**config.mk**
```make
export PLATFORM = sky130hd
export DESIGN_NAME = mips_mem_arbiter_flat
export DESIGN_NICKNAME = d
export VERILOG_FILES = /design/src/rtl/mips_arb_pkg.sv /design/src/rtl/mips_mem_arbiter_if.sv /design/src/rtl/mips_arb_timer.sv /design/src/rtl/mips_mem_arbiter.sv /design/src/flat_wrapper.sv
export SDC_FILE = /design/constraint.sdc
export NUM_CORES = 1
export LEC_CHECK = 0
export CAP_MARGIN = 20
export CELL_PAD_IN_SITES_DETAIL_PLACEMENT = 1
export CELL_PAD_IN_SITES_GLOBAL_PLACEMENT = 1
export CORE_MARGIN = 1
export CORE_UTILIZATION = 41
export CTS_BUF_LIST = sky130_fd_sc_hd__clkbuf_4
export CTS_CLUSTER_SIZE = 40
export DETAILED_ROUTE_END_ITERATION = 8
export DONT_BUFFER_PORTS = 1
export PLACE_DENSITY_LB_ADDON = 0.1
export SLEW_MARGIN = 20
export SYNTH_ARGS = -nofsm -noshare
export SYNTH_HDL_FRONTEND = slang
export SYNTH_SLANG_ARGS = --single-unit
```
**constraint.sdc**
```tcl
create_clock -name clk -period 1.4 [get_ports clk]
set_input_delay 0.07 -clock clk [delete_from_list [all_inputs] [get_ports clk]]
set_output_delay 0.07 -clock clk [all_outputs]
set_load 0.005 [all_outputs]
```
**src/rtl/mips_arb_pkg.sv**
```systemverilog
// Shared types for the fetch / load-store memory arbiter.
// Optional build macro for the timeout path: MIPS_ARB_TIMEOUT_EN.
package mips_arb_pkg;

    typedef enum logic [1:0] {
        IDLE,
        IF_BUSY,
        D_BUSY
    } arb_state_e;

    typedef enum logic {
        GNT_IF,
        GNT_D
    } grant_e;

    localparam logic [63:0] ARB_ERR_DATA = '1;

endpackage

```
**src/rtl/mips_mem_arbiter_if.sv**
```systemverilog
// Bundle of requester-side and memory-side signals around the arbiter.
// The slave modport is the arbiter's view; master is the CPU + memory view.
interface mips_mem_arbiter_if #(
    parameter int ADDR_WIDTH = 16,
    parameter int DATA_WIDTH = 16
);
    logic                  if_valid;
    logic                  if_ready;
    logic [ADDR_WIDTH-1:0] if_addr;
    logic                  if_rvalid;
    logic [DATA_WIDTH-1:0] if_rdata;
    logic                  d_valid;
    logic                  d_ready;
    logic                  d_we;
    logic [ADDR_WIDTH-1:0] d_addr;
    logic [DATA_WIDTH-1:0] d_wdata;
    logic                  d_rvalid;
    logic [DATA_WIDTH-1:0] d_rdata;
    logic                  mem_req;
    logic                  mem_we;
    logic [ADDR_WIDTH-1:0] mem_addr;
    logic [DATA_WIDTH-1:0] mem_wdata;
    logic                  mem_rvalid;
    logic [DATA_WIDTH-1:0] mem_rdata;
    logic                  arb_err;

    modport slave (
        input  if_valid, if_addr, d_valid, d_we, d_addr, d_wdata,
        input  mem_rvalid, mem_rdata,
        output if_ready, if_rvalid, if_rdata, d_ready, d_rvalid, d_rdata,
        output mem_req, mem_we, mem_addr, mem_wdata, arb_err
    );

    modport master (
        output if_valid, if_addr, d_valid, d_we, d_addr, d_wdata,
        output mem_rvalid, mem_rdata,
        input  if_ready, if_rvalid, if_rdata, d_ready, d_rvalid, d_rdata,
        input  mem_req, mem_we, mem_addr, mem_wdata, arb_err
    );

endinterface

```
**src/rtl/mips_arb_timer.sv**
```systemverilog
// Busy-cycle counter; expire is high TIMEOUT_CYC cycles after the mem_req cycle.
// Only instantiated when MIPS_ARB_TIMEOUT_EN is defined.
module mips_arb_timer #(
    parameter int TIMEOUT_CYC = 16
) (
    input  logic clk,
    input  logic rst,
    input  logic busy,
    output logic expire
);
    localparam int CW = $clog2(TIMEOUT_CYC + 1);

    logic [CW-1:0] cnt;

    assign expire = busy && (cnt == CW'(TIMEOUT_CYC));

    always_ff @(posedge clk or posedge rst) begin
        if (rst) begin
            cnt <= '0;
        end else if (!busy) begin
            cnt <= '0;
        end else if (!expire) begin
            cnt <= cnt + 1'b1;
        end
    end

endmodule

```
**src/rtl/mips_mem_arbiter.sv**
```systemverilog
// Single-port memory arbiter: load/store has priority, fetch wins after a data streak.
// Define MIPS_ARB_TIMEOUT_EN to abort silent memory transactions and flag arb_err.
module mips_mem_arbiter
    import mips_arb_pkg::*;
#(
    parameter int ADDR_WIDTH   = 16,
    parameter int DATA_WIDTH   = 16,
    parameter int MAX_D_STREAK = 4,
    parameter int TIMEOUT_CYC  = 16
) (
    input logic               clk,
    input logic               rst,
    mips_mem_arbiter_if.slave bus
);
    localparam int SW = $clog2(MAX_D_STREAK + 1);
    localparam logic [SW-1:0] STREAK_MAX = SW'(MAX_D_STREAK);

    arb_state_e            state;
    arb_state_e            state_nxt;
    grant_e                gnt;
    logic [SW-1:0]         streak;
    logic                  timeout;
    logic                  if_ready;
    logic                  d_ready;
    logic                  if_rvalid;
    logic                  d_rvalid;
    logic [DATA_WIDTH-1:0] rsp_data;
    logic                  req_q;
    logic                  we_q;
    logic [ADDR_WIDTH-1:0] addr_q;
    logic [DATA_WIDTH-1:0] wdata_q;

    always_comb begin
        gnt = GNT_IF;
        if (bus.d_valid && (!bus.if_valid || streak < STREAK_MAX)) begin
            gnt = GNT_D;
        end
    end

    // A real completion beats a coincident timeout.
    assign rsp_data = bus.mem_rvalid ? bus.mem_rdata
                                     : ARB_ERR_DATA[DATA_WIDTH-1:0];

    always_comb begin
        state_nxt = state;
        if_ready  = 1'b0;
        d_ready   = 1'b0;
        if_rvalid = 1'b0;
        d_rvalid  = 1'b0;
        unique case (state)
            IDLE: begin
                if_ready = bus.if_valid && (gnt == GNT_IF);
                d_ready  = bus.d_valid && (gnt == GNT_D);
                if (if_ready) begin
                    state_nxt = IF_BUSY;
                end else if (d_ready) begin
                    state_nxt = D_BUSY;
                end
            end
            IF_BUSY: begin
                if (bus.mem_rvalid || timeout) begin
                    if_rvalid = 1'b1;
                    state_nxt = IDLE;
                end
            end
            D_BUSY: begin
                if (bus.mem_rvalid || timeout) begin
                    d_rvalid  = 1'b1;
                    state_nxt = IDLE;
                end
            end
            default: state_nxt = IDLE;
        endcase
    end

    always_ff @(posedge clk or posedge rst) begin
        if (rst) begin
            state <= IDLE;
        end else begin
            state <= state_nxt;
        end
    end

    always_ff @(posedge clk or posedge rst) begin
        if (rst) begin
            req_q   <= 1'b0;
            we_q    <= 1'b0;
            addr_q  <= '0;
            wdata_q <= '0;
            streak  <= '0;
        end else begin
            req_q <= if_ready || d_ready;
            if (if_ready) begin
                we_q    <= 1'b0;
                addr_q  <= bus.if_addr;
                wdata_q <= '0;
                streak  <= '0;
            end else if (d_ready) begin
                we_q    <= bus.d_we;
                addr_q  <= bus.d_addr;
                wdata_q <= bus.d_wdata;
                if (!bus.if_valid) begin
                    streak <= '0;
                end else if (streak != STREAK_MAX) begin
                    streak <= streak + 1'b1;
                end
            end
        end
    end

`ifdef MIPS_ARB_TIMEOUT_EN
    logic err_q;

    mips_arb_timer #(
        .TIMEOUT_CYC(TIMEOUT_CYC)
    ) u_timer (
        .clk   (clk),
        .rst   (rst),
        .busy  (state != IDLE),
        .expire(timeout)
    );

    always_ff @(posedge clk or posedge rst) begin
        if (rst) begin
            err_q <= 1'b0;
        end else if (timeout && !bus.mem_rvalid) begin
            err_q <= 1'b1;
        end
    end

    assign bus.arb_err = err_q;
`else
    assign timeout     = 1'b0;
    assign bus.arb_err = 1'b0;
`endif

    assign bus.if_ready  = if_ready;
    assign bus.d_ready   = d_ready;
    assign bus.if_rvalid = if_rvalid;
    assign bus.d_rvalid  = d_rvalid;
    assign bus.if_rdata  = if_rvalid ? rsp_data : '0;
    assign bus.d_rdata   = d_rvalid ? rsp_data : '0;
    assign bus.mem_req   = req_q;
    assign bus.mem_we    = we_q;
    assign bus.mem_addr  = addr_q;
    assign bus.mem_wdata = wdata_q;

endmodule

```
**src/flat_wrapper.sv**
```systemverilog
// flat-port wrapper written by rule: the top's interface ports become plain ports
module mips_mem_arbiter_flat import mips_arb_pkg::*;
#(
    parameter int ADDR_WIDTH   = 16,
    parameter int DATA_WIDTH   = 16,
    parameter int MAX_D_STREAK = 4,
    parameter int TIMEOUT_CYC  = 16
)
  (clk, rst, bus_if_valid, bus_if_addr, bus_d_valid, bus_d_we, bus_d_addr, bus_d_wdata, bus_mem_rvalid, bus_mem_rdata, bus_if_ready, bus_if_rvalid, bus_if_rdata, bus_d_ready, bus_d_rvalid, bus_d_rdata, bus_mem_req, bus_mem_we, bus_mem_addr, bus_mem_wdata, bus_arb_err);
  mips_mem_arbiter_if #(.ADDR_WIDTH(ADDR_WIDTH), .DATA_WIDTH(DATA_WIDTH)) bus_i ();
  input logic clk;
  input logic rst;
  input wire logic [$bits(bus_i.if_valid)-1:0] bus_if_valid;
  input wire logic [$bits(bus_i.if_addr)-1:0] bus_if_addr;
  input wire logic [$bits(bus_i.d_valid)-1:0] bus_d_valid;
  input wire logic [$bits(bus_i.d_we)-1:0] bus_d_we;
  input wire logic [$bits(bus_i.d_addr)-1:0] bus_d_addr;
  input wire logic [$bits(bus_i.d_wdata)-1:0] bus_d_wdata;
  input wire logic [$bits(bus_i.mem_rvalid)-1:0] bus_mem_rvalid;
  input wire logic [$bits(bus_i.mem_rdata)-1:0] bus_mem_rdata;
  output wire logic [$bits(bus_i.if_ready)-1:0] bus_if_ready;
  output wire logic [$bits(bus_i.if_rvalid)-1:0] bus_if_rvalid;
  output wire logic [$bits(bus_i.if_rdata)-1:0] bus_if_rdata;
  output wire logic [$bits(bus_i.d_ready)-1:0] bus_d_ready;
  output wire logic [$bits(bus_i.d_rvalid)-1:0] bus_d_rvalid;
  output wire logic [$bits(bus_i.d_rdata)-1:0] bus_d_rdata;
  output wire logic [$bits(bus_i.mem_req)-1:0] bus_mem_req;
  output wire logic [$bits(bus_i.mem_we)-1:0] bus_mem_we;
  output wire logic [$bits(bus_i.mem_addr)-1:0] bus_mem_addr;
  output wire logic [$bits(bus_i.mem_wdata)-1:0] bus_mem_wdata;
  output wire logic [$bits(bus_i.arb_err)-1:0] bus_arb_err;
  assign bus_i.if_valid = bus_if_valid;
  assign bus_i.if_addr = bus_if_addr;
  assign bus_i.d_valid = bus_d_valid;
  assign bus_i.d_we = bus_d_we;
  assign bus_i.d_addr = bus_d_addr;
  assign bus_i.d_wdata = bus_d_wdata;
  assign bus_i.mem_rvalid = bus_mem_rvalid;
  assign bus_i.mem_rdata = bus_mem_rdata;
  assign bus_if_ready = bus_i.if_ready;
  assign bus_if_rvalid = bus_i.if_rvalid;
  assign bus_if_rdata = bus_i.if_rdata;
  assign bus_d_ready = bus_i.d_ready;
  assign bus_d_rvalid = bus_i.d_rvalid;
  assign bus_d_rdata = bus_i.d_rdata;
  assign bus_mem_req = bus_i.mem_req;
  assign bus_mem_we = bus_i.mem_we;
  assign bus_mem_addr = bus_i.mem_addr;
  assign bus_mem_wdata = bus_i.mem_wdata;
  assign bus_arb_err = bus_i.arb_err;
  mips_mem_arbiter #(.ADDR_WIDTH(ADDR_WIDTH), .DATA_WIDTH(DATA_WIDTH), .MAX_D_STREAK(MAX_D_STREAK), .TIMEOUT_CYC(TIMEOUT_CYC)) u_core (.clk(clk), .rst(rst), .bus(bus_i));
endmodule
```
==> flow_metrics.env <==
export IMPL_cp_cell_sequence="inv_2 -> ha_4 -> nand2_4 -> or2_4 -> inv_8 -> buf_6"
export IMPL_dpl_hpwl_um=4290
export IMPL_synth_cell_types=31
export IMPL_ys_seq_elements=39
export IMPL_power_frac_clock_pct=10.6
export IMPL_drtAntennaViolNets=0
export IMPL_grt_pass1_wl_um=11100
export IMPL_cp_required_ns=1.33
export IMPL_rsz0062_at_grt="true"
export IMPL_io_buffers=0
export IMPL_ys_flop_type="dfrtp_1"
export IMPL_drc_errors=0
export IMPL_place_congestion=0.749
export IMPL_synthTopCellsByCount="dfrtp_1 (39), and3_1 (35), nor2_1 (17)"
export IMPL_clock_skew_ns=0.0197
export IMPL_cellLeakagePower_uw=0.00140
export IMPL_drv_slew=0
export IMPL_hold_class="in2reg"
export IMPL_tightestPinTransition_ns=0.509
export IMPL_synth_top_area_share_pct=48.3
export IMPL_vias=2065
export IMPL_clock_path_buffers=2
export IMPL_antenna_found_initial=0
export IMPL_cp_end_kind="output port"
export IMPL_wirelength_um=8060
export IMPL_ys_warn_count=0
export IMPL_period_share_pct=113
export IMPL_die_y_um=72.2
export IMPL_cts_root_buf="clkbuf_4"
export IMPL_start_kind="flip-flop"
export IMPL_post_route_min_period_ns=1.58
export IMPL_grt_pass1_vias=2197
export IMPL_syn_area_per_cell_sq_um=9.48
export IMPL_pre_cts_ws_ns=-0.0828
export IMPL_critical_path_max_fanout=4
export IMPL_arrival_ns=1.51
export IMPL_instances_no_fill=351
export IMPL_peakVddDrop_mv=0.897
export IMPL_yosysTopAreaCell="dfrtp_1"
export IMPL_ys_seq_area_share_pct=48.3
export IMPL_htree_levels=2
export IMPL_diodes=0
export IMPL_cts_tree="done"
export IMPL_crit_type="reg2out"
export IMPL_dr_pass1_iters=4
export IMPL_grt_max_degree=40
export IMPL_design_die_area_sq_um=5210
export IMPL_switchingPower_uw=2450
export IMPL_ios=141
export IMPL_synth_cell_area_sq_um=2020
export IMPL_comb_power_share_pct=52.4
export IMPL_synth_nets=288
export IMPL_syn_inst=213
export IMPL_setup_viol=68
export IMPL_slowest_delay_ns=0.42
export IMPL_critical_path_slowest_cell="dfrtp_1"
export IMPL_cts_made_buffers=5
export IMPL_cap_violations=0
export IMPL_p_per_area_nw_per_um2=1840
export IMPL_path_delay_family="flip-flops"
export IMPL_synth_area_top_cells="dfrtp_1 (48%), and3_1 (11%), o32ai_1 (4.8%)"
export IMPL_core_sq_um=4720
export IMPL_seqPwrFrac_pct=37.0
export IMPL_start_util_pct=42.8
export IMPL_groute_usage_overall_pct=28.0
export IMPL_path_buf_inv=3
export IMPL_run_status="finished, violations left"
export IMPL_rows=25
export IMPL_drive_above_1_share_pct=33.1
export IMPL_wl_per_cell_um=23.0
export IMPL_cts_sinks=39
export IMPL_yosysMostFrequentCell="dfrtp_1"
export IMPL_max_freq_mhz=633
export IMPL_grt_remaining_overflow=0
export IMPL_clk_insertion_delay_late_ns=0.37
export IMPL_synth_edf_count=0
export IMPL_finalHoldViolations=0
export IMPL_vias_per_cell=5.88
export IMPL_p_sw_share_pct=41.6
export IMPL_die_w_um=72.2
export IMPL_drt_initial_drc_count=86
export IMPL_p_int_uw=3440
export IMPL_violations="setup timing"
export IMPL_final_nets=358
export IMPL_syn_to_final_growth_pct=58.2
export IMPL_synth_async_sr_flop_share_pct=100
export IMPL_place_inst=276
export IMPL_slew_headroom_pct=66.1
export IMPL_setup_slack_ns=-0.181
export IMPL_clkTransAtPathRegs_ns=0.12
[repair_timing]
item | CTS | global route
pin swaps | 13 | 14
hold endpoints to repair | 77 | 0
endpoints found under the setup margin | 72 | 74
hold buffers | 53 | 0
gates cloned | 1 | 0
resized for setup | 28 | 43
buffers inserted | 12 | 3
[placed cells by master (no fill, tap or decap), types with 2 or more instances in the layout]
master / count
and2_1: 2
o221a_2: 2
a21oi_2: 6
buf_4: 22
a221o_1: 3
inv_2: 2
inv_1: 6
dfrtp_1: 39
inv_8: 2
and3_1: 23
clkbuf_4: 6
dlygate4sd3_1: 53
o21ai_0: 8
o32ai_2: 9
nand4_1: 2
nand3_2: 6
a31oi_1: 2
and3_4: 12
a22o_1: 10
and2_4: 2
nor3_1: 10
nor2_1: 16
ha_4: 3
clkinvlp_4: 2
o32ai_4: 2
a21oi_1: 6
buf_6: 6
ha_1: 2
[power by group through the flow]
stage	clock (uW)	combinational (uW)	sequential (uW)
after floorplan	0	1420	2000
after global placement	0	1750	2120
after detailed placement	0	1900	2130
after CTS	628	2530	2130
after global routing	675	3300	2240
final	625	3080	2180
[path summary, 6_finish.rpt]
kind | start | endpoint | slack [ns] | cells after the start
max in group asynchronous | rst | u_core.state[0] | 0.78 | 3
max | u_core.state[0] | bus_if_ready | -0.18 | 6
min reg2reg | u_core.bus.mem_we | u_core.bus.mem_we | 0.55 | 1
max reg2reg | u_core.state[0] | u_core.bus.mem_addr[13] | -0.15 | 7
min in group asynchronous | rst | u_core.bus.mem_wdata[14] | 0.25 | 3
min | bus_d_valid | u_core.bus.mem_addr[11] | 0.07 | 3
[kinds of logic after synthesis]
group / share of synthesized area (%)
flip-flops: 48.3
buffers and inverters: 6.75
other: 0.186
AND/OR/NAND/NOR: 22.7
AO/OA/AOI/OAI: 19.0
adder cells (fa/ha/maj): 3.10
[flip-flops by register name, indices dropped and copies added (netlist names)]
signal / flops
u_core.bus.mem_addr: 16
u_core.bus.mem_wdata: 16
u_core.streak: 3
u_core.state: 2
u_core.bus.mem_req: 1
u_core.bus.mem_we: 1
[tightest hold or removal path, cell delays in order]
cell     delay [ns]
nor2_1         0.04
a21oi_1        0.11
o221a_2        0.18
[routing by layer]
layer	global-route usage, %	share of wire, %	vias to the layer above	wire [um]
li1	-	-	916	-
met3	5.56	5.4	19	439
met2	51.8	55	93	4440
met1	32.4	37	1037	3000
met4	8.50	2.1	0	172
met5	0	0	-	0
[final cells by class]
type	count	area (sq um)
clock buffer	6	45.0
clock inverter	2	12.5
fill	484	1530
inverter	10	52.6
multi-input combinational	143	1220
sequential	39	976
tap	67	83.8
timing repair buffer	83	798
timing repair inverter	1	7.51
[metrics by stage]
| stage | hold WS, ns | setup TNS (ns) | cell area (sq um) | total power, uW | utilization, % |
|---|---|---|---|---|---|
| after floorplan | 0.210 | 0 | 2040 | 3420 | - |
| after global placement | 0.103 | -0.00113 | 2150 | 3870 | 45.6 |
| after detailed placement | 0.119 | -1.30 | 2150 | 4030 | 45.6 |
| after CTS | 0.0356 | -2.81 | 2960 | 5290 | 62.7 |
| after global routing | 0.0895 | -10.06 | 3200 | 6210 | 67.7 |
| final | 0.0743 | -6.34 | 3200 | 5890 | 67.7 |
Note: power is estimated with default switching activity, not from simulation.
